$ cat src/rtl/fir_pkg.sv
// Shared FIR output-stage definitions: default widths, saturation limits and
// the round/scale/saturate helper used by output conditioners.
package fir_pkg;

  localparam int FIR_DATA_SIZE = 16;
  localparam int FIR_ACC_WIDTH = 2 * FIR_DATA_SIZE;

  // round_sat works on the widest supported accumulator/sample so that any
  // instance up to these sizes can reuse it.
  localparam int FIR_ACC_MAX  = 64;
  localparam int FIR_DATA_MAX = 32;

  localparam logic [FIR_DATA_SIZE-1:0] SAT_MAX = {1'b0, {(FIR_DATA_SIZE-1){1'b1}}};
  localparam logic [FIR_DATA_SIZE-1:0] SAT_MIN = {1'b1, {(FIR_DATA_SIZE-1){1'b0}}};

  typedef struct packed {
    logic                    sat;
    logic [FIR_DATA_MAX-1:0] value;
  } round_sat_t;

  // Adds half an LSB, arithmetic-shifts and clips to a dsize-bit signed range.
  // One extra bit of headroom keeps the rounding add from wrapping.
  function automatic round_sat_t round_sat(input logic signed [FIR_ACC_MAX-1:0] y,
                                           input int shift, input int dsize);
    logic signed [FIR_ACC_MAX:0] one, r, q, hi, lo;
    round_sat_t res;
    one      = '0;
    one[0]   = 1'b1;
    r        = $signed({y[FIR_ACC_MAX-1], y}) + (one <<< (shift - 1));
    q        = r >>> shift;
    hi       = (one <<< (dsize - 1)) - one;
    lo       = -hi - one;
    res.sat  = (q > hi) || (q < lo);
    if (q > hi)      res.value = hi[FIR_DATA_MAX-1:0];
    else if (q < lo) res.value = lo[FIR_DATA_MAX-1:0];
    else             res.value = q[FIR_DATA_MAX-1:0];
    return res;
  endfunction

endpackage

$ cat src/rtl/fir_sync_fifo.sv
// Synchronous first-word-fall-through FIFO; head is visible while non-empty.
module fir_sync_fifo
  import fir_pkg::*;
#(
  parameter int DATA_SIZE  = FIR_DATA_SIZE,
  parameter int FIFO_DEPTH = 8
) (
  input  logic                          clk_i,
  input  logic                          rst_ni,
  input  logic                          push_i,
  input  logic [DATA_SIZE-1:0]          data_i,
  input  logic                          pop_i,
  output logic [DATA_SIZE-1:0]          data_o,
  output logic                          full_o,
  output logic                          empty_o,
  output logic [$clog2(FIFO_DEPTH):0]   level_o
);

  localparam int AW = $clog2(FIFO_DEPTH);

  logic [AW:0]                            wptr_q, wptr_d, rptr_q, rptr_d;
  logic [FIFO_DEPTH-1:0][DATA_SIZE-1:0]   mem_q, mem_d;
  logic                                   do_push, do_pop;

  always_comb begin
    empty_o = (wptr_q == rptr_q);
    // Pointer MSBs differ only when the writer has lapped the reader.
    full_o  = (wptr_q[AW] != rptr_q[AW]) && (wptr_q[AW-1:0] == rptr_q[AW-1:0]);
    level_o = wptr_q - rptr_q;
    data_o  = empty_o ? '0 : mem_q[rptr_q[AW-1:0]];

    do_pop  = pop_i & ~empty_o;
    do_push = push_i & (~full_o | do_pop);

    wptr_d  = do_push ? wptr_q + 1'b1 : wptr_q;
    rptr_d  = do_pop  ? rptr_q + 1'b1 : rptr_q;
    mem_d   = mem_q;
    if (do_push) mem_d[wptr_q[AW-1:0]] = data_i;
  end

  always_ff @(posedge clk_i) begin
    if (!rst_ni) begin
      wptr_q <= '0;
      rptr_q <= '0;
    end else begin
      wptr_q <= wptr_d;
      rptr_q <= rptr_d;
    end
  end

  always_ff @(posedge clk_i) begin
    mem_q <= mem_d;
  end

endmodule

$ cat src/rtl/fir_out_conditioner.sv
// FIR output stage: capture accumulator, round/scale/saturate to a sample,
// buffer in a FWFT FIFO and report saturation/overflow events.
module fir_out_conditioner
  import fir_pkg::*;
#(
  parameter int DATA_SIZE  = FIR_DATA_SIZE,
  parameter int ACC_WIDTH  = 2 * DATA_SIZE,
  parameter int SHIFT      = 15,
  parameter int FIFO_DEPTH = 8
) (
  input  logic                          clk_i,
  input  logic                          rst_ni,
  input  logic                          valid_strobe_in,
  input  logic [ACC_WIDTH-1:0]          y_in,
  output logic [DATA_SIZE-1:0]          sample_out,
  output logic                          sample_valid_out,
  input  logic                          sample_ready_in,
  output logic [$clog2(FIFO_DEPTH):0]   fifo_level_out,
  output logic                          overflow_out,
  output logic [7:0]                    sat_count_out,
  input  logic                          clr_i
);

  logic                 v1_q, v1_d, v2_q, v2_d;
  logic [ACC_WIDTH-1:0] y1_q, y1_d;
  logic [DATA_SIZE-1:0] s2_data_q, s2_data_d;
  logic                 s2_sat_q, s2_sat_d;
  logic                 ovf_q, ovf_d;
  logic [7:0]           sat_cnt_q, sat_cnt_d, cnt_base;
  round_sat_t           rs;
  logic                 unused_rs_hi;

  logic                 fifo_full, fifo_empty, pop, push_drop;
  logic [DATA_SIZE-1:0] fifo_head;

  always_comb begin
    v1_d      = valid_strobe_in;
    y1_d      = valid_strobe_in ? y_in : y1_q;

    rs        = round_sat(FIR_ACC_MAX'(signed'(y1_q)), SHIFT, DATA_SIZE);
    v2_d      = v1_q;
    s2_data_d = v1_q ? rs.value[DATA_SIZE-1:0] : s2_data_q;
    s2_sat_d  = v1_q & rs.sat;

    pop       = sample_ready_in & ~fifo_empty;
    // A full FIFO still accepts the push when the head leaves in the same cycle.
    push_drop = v2_q & fifo_full & ~pop;

    // Clear first, then apply this cycle's event so it is never lost.
    ovf_d     = (clr_i ? 1'b0 : ovf_q) | push_drop;
    cnt_base  = clr_i ? 8'd0 : sat_cnt_q;
    sat_cnt_d = (v2_q && s2_sat_q && cnt_base != 8'hFF) ? cnt_base + 8'd1 : cnt_base;
  end

  assign unused_rs_hi = ^rs.value[FIR_DATA_MAX-1:DATA_SIZE];

  always_ff @(posedge clk_i) begin
    if (!rst_ni) begin
      v1_q      <= 1'b0;
      v2_q      <= 1'b0;
      ovf_q     <= 1'b0;
      sat_cnt_q <= '0;
      s2_sat_q  <= 1'b0;
    end else begin
      v1_q      <= v1_d;
      v2_q      <= v2_d;
      ovf_q     <= ovf_d;
      sat_cnt_q <= sat_cnt_d;
      s2_sat_q  <= s2_sat_d;
    end
  end

  always_ff @(posedge clk_i) begin
    y1_q      <= y1_d;
    s2_data_q <= s2_data_d;
  end

  fir_sync_fifo #(
    .DATA_SIZE  (DATA_SIZE),
    .FIFO_DEPTH (FIFO_DEPTH)
  ) u_fifo (
    .clk_i   (clk_i),
    .rst_ni  (rst_ni),
    .push_i  (v2_q),
    .data_i  (s2_data_q),
    .pop_i   (pop),
    .data_o  (fifo_head),
    .full_o  (fifo_full),
    .empty_o (fifo_empty),
    .level_o (fifo_level_out)
  );

  assign sample_out       = fifo_head;
  assign sample_valid_out = ~fifo_empty;
  assign overflow_out     = ovf_q;
  assign sat_count_out    = sat_cnt_q;

endmodule

$ cat config.mk
export PLATFORM = sky130hd
export DESIGN_NAME = fir_out_conditioner
export DESIGN_NICKNAME = d
export VERILOG_FILES = /design/src/rtl/fir_pkg.sv /design/src/rtl/fir_sync_fifo.sv /design/src/rtl/fir_out_conditioner.sv
export SDC_FILE = /design/constraint.sdc
export NUM_CORES = 1
export LEC_CHECK = 0
export CAP_MARGIN = 20
export CORE_MARGIN = 2
export CORE_UTILIZATION = 52
export DETAILED_ROUTE_END_ITERATION = 16
export HOLD_SLACK_MARGIN = 0.03
export MAX_ROUTING_LAYER = met4
export PLACE_DENSITY = 0.73
export SLEW_MARGIN = 15
export SYNTH_ARGS = -nofsm -noshare
export SYNTH_HDL_FRONTEND = slang
export SYNTH_HIERARCHICAL = 1
export SYNTH_SLANG_ARGS = --single-unit
$ cat constraint.sdc
create_clock -name clk_i -period 4.95 [get_ports clk_i]
set_input_delay 1.2375 -clock clk_i [delete_from_list [all_inputs] [get_ports clk_i]]
set_output_delay 1.2375 -clock clk_i [all_outputs]
set_load 0.01 [all_outputs]
# Word-level counts from Yosys, hierarchy flattened
# Cells that the tools add are included.
totals:
  word_cells: 57
  inputBits: 37
  out_inout_bits: 30
  regBits: 196
op_classes:
  n_lt_le_gt_ge: 5
  n_reduce_logical: 5
  mux: 10
  n_bitwise: 11
  add_sub_neg: 5
  n_eq_ne: 4
op_table:
  columns: ["operator", "count"]
  rows:
  - ["128-bit bitwise mux", 1]
  - ["16-bit 2-to-1 mux", 4]
  - ["16-bit binary-select mux with 3-bit select", 1]
  - ["16-bit demux with 3-bit select", 1]
  - ["32-bit by 16-bit adder with 33-bit output, second input constant", 1]
  - ["18-bit by 16-bit greater-than comparator with 1-bit output, second input constant", 1]
  - ["18-bit by 16-bit less-than comparator with 1-bit output, second input constant", 1]
  - ["8-bit 2-to-1 mux", 2]
  - ["4-bit by 1-bit adder with 4-bit output, second input constant", 2]
  - ["8-bit by 1-bit adder with 8-bit output, second input constant", 1]
  - ["3-bit by 4-bit less-than comparator with 1-bit output, second input constant", 2]
  - ["8-bit != test, second input constant", 1]
  - ["1-bit AND", 6]
  - ["4-bit equality test", 1]
  - ["1-bit logical AND", 4]
  - ["4-bit subtractor", 1]
  - ["3-bit equality test", 1]
  - ["3-bit by 1-bit greater-or-equal comparator with 1-bit output, second input constant", 1]
  - ["1-bit inverter", 3]
  - ["1-bit OR", 2]
  - ["1-bit logical OR", 1]
  - ["1-bit 2-to-1 mux", 1]
  - ["1-bit != test", 1]

# Logic depth before layout (Yosys ltp)
depth:
  depth_word: 6
  mapped_depth: 10
  ltp_nobuf: 8

# Cells and area by module
# The synthesis kept the hierarchy.
by_module_without_submodules:
  columns: ["module", "n_inst", "cells_per_inst", "area_per_inst_um2", "seq_area_each_um2"]
  rows:
  - ["fir_sync_fifo", 1, 288, 5420.2, 4003.8]
  - ["fir_out_conditioner", 1, 189, 2222.1, 1261.2]

# Least setup slack after synthesis
# No wires, ideal clock.
synth_timing:
  path_type: "reg2reg"
  start: "reg u_fifo.rptr_q[1]"
  end: "reg u_fifo/mem_q[32] in the netlist's numbering (enable)"
  path_buffers: 2
  period_less_slack_ns: 3.677
  path_stages_with_launch: 11
  required_time_ns: 4.541
  t_arrival_ns: 3.268
  slack_ns: 1.273
  setup_ns: 0.409
  path_cell_list: "dfxtp_1 -> buf_2 -> buf_1 -> inv_1 -> ha_1 -> nand3_1 -> nor2_1 -> nor2b_1 -> or3_1 -> nand3b_1 -> nor3_1"
synth_via:
  elab_chain_cells: 6
  word_cells_on_any_way: 9
  cone_classes: "2 x eq/ne; 6 x bitwise; 1 x reduce/logical"
synth_lines:
  columns: ["item", "line_no", "rtl"]
  rows:
  - ["from (decl)", "fir_sync_fifo.sv:21", "logic [AW:0] wptr_q, wptr_d, rptr_q, rptr_d;"]
  - ["from (signal assigned)", "fir_sync_fifo.sv:47", "rptr_q <= rptr_d;"]
  - ["4-bit equality test", "fir_sync_fifo.sv:26", "empty_o = (wptr_q == rptr_q);"]
  - ["net fifo_empty", "fir_out_conditioner.sv:33", "logic fifo_full, fifo_empty, pop, push_drop;"]
  - ["1-bit inverter", "fir_out_conditioner.sv:45", "pop = sample_ready_in & ~fifo_empty;"]
  - ["1-bit AND", "fir_out_conditioner.sv:45", null]
  - ["net pop", "fir_out_conditioner.sv:33", null]
  - ["1-bit AND", "fir_sync_fifo.sv:32", "do_pop = pop_i & ~empty_o;"]
  - ["1-bit OR", "fir_sync_fifo.sv:33", "do_push = push_i & (~full_o | do_pop);"]
  - ["1-bit AND", "fir_sync_fifo.sv:33", null]
  - ["to (signal assigned)", "fir_sync_fifo.sv:52", "mem_q <= mem_d;"]
  - ["to (decl)", "fir_sync_fifo.sv:22", "logic [FIFO_DEPTH-1:0][DATA_SIZE-1:0] mem_q, mem_d;"]
# The timed path passes the listed nets, and every way through them passes these cells.
# A chain may end at the register's enable or synchronous reset.

# Worst setup path after layout
layout_timing:
  start: "reg u_fifo.wptr_q[0]"
  end: "out sample_out[0]"
layout_via:
  elab_chain_cells: 2
layout_lines:
  columns: ["item", "line_no", "rtl"]
  rows:
  - ["from (decl)", "fir_sync_fifo.sv:21", null]
  - ["from (signal assigned)", "fir_sync_fifo.sv:46", "wptr_q <= wptr_d;"]
  - ["4-bit equality test", "fir_sync_fifo.sv:26", null]
  - ["16-bit 2-to-1 mux", "fir_sync_fifo.sv:30", "data_o = empty_o ? '0 : mem_q[rptr_q[AW-1:0]];"]
  - ["to (decl)", "fir_out_conditioner.sv:15", "output logic [DATA_SIZE-1:0] sample_out,"]
# No other way between the ends.

==> run metrics <==
run status completed; grt met2 use 32.0%; largest net degree at the start of global routing 37; Final nets 591; CTS sink cnt 182; DRT Pass-1 Iters 4; routed vias 4153; final RePlAce weighted congestion 0.857; Max FO, Critical Path 16; Mapped Cells 477; Initial Utilization 53.0%; mean routed wirelength per cell 18.1 microns; RSZ-0062 raised after global routing no; ANT cells 0; clock latency on the worst-skew pair 430 ps; Synth top area share 63.7%; Gate power share 4.1%; sequential fraction of the synthesis area 68.9%; row count 44; Resized cells post-CTS 0; clock share of power 40.3%; Hold WC Path Type flip-flop to flip-flop; switch share 21.7%; Worst VDD drop 0.249 mV; Port-buffer cells 52; Design Power 3.18 mW; Pint 2.49 mW; # setup viols final 0; post-CTS setup buffers 0; final hold vios 0; min Tclk post-route 4250 ps; post-route ant nets 0; CTS tree built; Critical Path RT 3710 ps; grt met1 use 23.0%; first-pass GRT wire length 22.1 mm; post-DR vias/cell 5.59; die height 125 microns; post-synthesis register bit count 182; Post-Place Setup Slack 1130 ps; Switch Pwr 688 uW; Syn Std Cell Area 0.00764 sq mm; drt drc 0; P_leak 2.98 nW; core box area 0.0144 sq mm; clk slew on worst S/H paths 70 ps; Post-Route WL 13.4 mm; Layout Area Growth over Synthesis 17.9%; CTS Buf Count 17; CP Capture Type primary output; clk_skew 7.47 ps; global-route met3 utilization 3.98%; worst setup path category flip-flop to primary output; post-DP HPWL 8.47 mm; Final Slew Violations 0; vias in the first global route 4271; setup slack after layout 695 ps; drt initial violations 335; GR Util All Layers 19.1%; global route overflow 0; slew margin rel. 36.8%; die area 0.0157 sq mm; Cell Pwr Density 352 mW/mm^2; synth warn 6; die width 125 microns; Avg Inst Size Synth 16.0 sq um; layout cells sized above 1 17.5%; sequential power share 55.6%; antenna violations before repair 0; number of flops mapped to enable cells by yosys 162; Netlist cell types 53; CTS HTree Levels 4; slew at the pin with the worst max-slew slack 936 ps; Syn Nets 522; Max Cap Viol 0; most used routing layer met2; CTS Buffer Depth 2; Post-synth ARST share 0%; Fin Setup TNS 0 ps; Area contributors post-synth edfxtp_1, mux4_2, dfxtp_1; Synth Flop Type edfxtp_1; Arr. time, crit path 3020 ps; Yosys top cell by area edfxtp_1; period utilisation layout 86.0%; max frequency 235 MHz; Root Driver clkbuf_16; I/O Pins 67; hold bufs inserted after CTS 0; worst reg-to-reg setup slack 1800 ps; crit path launch type flip-flop
## per-stage QoR
stage / utilization [%] / area, sq um / std cells / hold WS (ps)
2_1_floorplan: - / 7640 / 477 / 479
3_3_place_gp: 58.5 / 8440 / 711 / 493
3_5_place_dp: 58.5 / 8440 / 711 / 508
4_1_cts: 62.4 / 9010 / 743 / 518
5_1_grt: 62.4 / 9010 / 743 / 547
6_report: 62.4 / 9010 / 743 / 520
## power by group through the flow
stage	combinational [mW]	sequential [mW]	clock, mW
2_1_floorplan	0.0790	1.78	0
3_3_place_gp	0.127	1.79	0
3_5_place_dp	0.130	1.80	0
4_1_cts	0.130	1.76	1.30
5_1_grt	0.143	1.77	1.37
6_report	0.130	1.76	1.28
## worst max-delay path, stage by stage (launching register included)
cell             delay [ps]
dfxtp_1                 520
inv_1                   220
ha_1                    350
nand3_1                 300
o21ai_1                 110
buf_4                   230
o22ai_1                 260
clkdlybuf4s50_1         590
## worst paths after layout
kind,start,endpoint,cells past startpoint
worst max-delay path,u_fifo/wptr_q[0],sample_out[0],7
worst min-delay path,u_fifo/wptr_q[3],u_fifo/wptr_q[3],2
worst max register to register,u_fifo/wptr_q[0],u_fifo/mem_q[44],9
worst min register to register,u_fifo/wptr_q[3],u_fifo/wptr_q[3],2
## sequential cells by signal, indices dropped and copies added (netlist names)
name           count
u_fifo/rptr_q      4
overflow_out       1
sat_count_out      8
y1_q              18
v1_q               1
s2_sat_q           1
s2_data_q         16
u_fifo/wptr_q      4
v2_q               1
u_fifo/mem_q     128
## final cells by class
cell class                 count  area, sq um
multi-input combinational    234         2150
tap                          184          230
clock inverter                15          144
inverter                      45          169
clock buffer                  17          425
timing repair buffer          66          626
fill                        1047         5420
sequential                   182         5270
## per-layer routing
layer  vias up  wire length [microns]
li1       1974                      -
met1      2064                   5590
met2        96                   7070
met3        19                    569
met4         0                    182
met5         -                      0
## Yosys cell counts (2+ instances only)
library cell  instances
a21oi_1              11
nor2b_1               6
clkbuf_1              4
o21ai_0              10
mux4_2               32
o22ai_1              17
buf_4                 4
nand2b_1              5
nand3_1              15
ha_1                  7
xnor2_1              21
nor4_1                6
and2_1               11
nand4_1               7
o31ai_2               2
inv_1                45
nor2_1               13
buf_6                 2
nand3b_1              3
nor3_1               13
xor2_1                8
buf_2                 4
nand2_1              13
o211ai_1              5
dfxtp_1              20
o21ai_1               5
edfxtp_1            162
## logic make-up (layout without fill, tap and decap cells)
kind of cell | count (synthesis) | count (layout) | share of synthesized area (%)
xor+xnor | 30 | 30 | 3.54
simple gates | 103 | 103 | 7.83
mux | 33 | 33 | 9.56
fa+ha+maj | 8 | 8 | 1.41
flops | 182 | 182 | 68.9
compound gates | 60 | 60 | 5.30
buf+inv | 61 | 143 | 3.47
## layout by cell type (no fill, tap or decap), types with 2 or more instances in the layout
master,netlist,layout
xor2_1,8,8
clkinvlp_4,0,2
clkbuf_16,0,17
inv_1,45,45
nand4_1,7,7
clkdlybuf4s50_1,0,52
edfxtp_1,162,162
inv_6,0,5
clkinv_4,0,4
a21oi_1,11,11
nand2b_1,5,5
o22ai_1,17,17
dfxtp_1,20,19
xnor2_1,21,21
nor3_2,1,8
o21ai_0,10,10
nor4_1,6,6
ha_1,7,7
nor2_1,13,13
o31ai_2,2,2
nand2_1,13,13
buf_4,4,14
and2_1,11,11
mux4_2,32,32
nand3_1,15,15
o211ai_1,5,5
nor3_1,13,6
nor2b_1,6,6
nand3b_1,3,3
o21ai_1,5,5
Note: power is estimated with default switching activity, not from simulation.
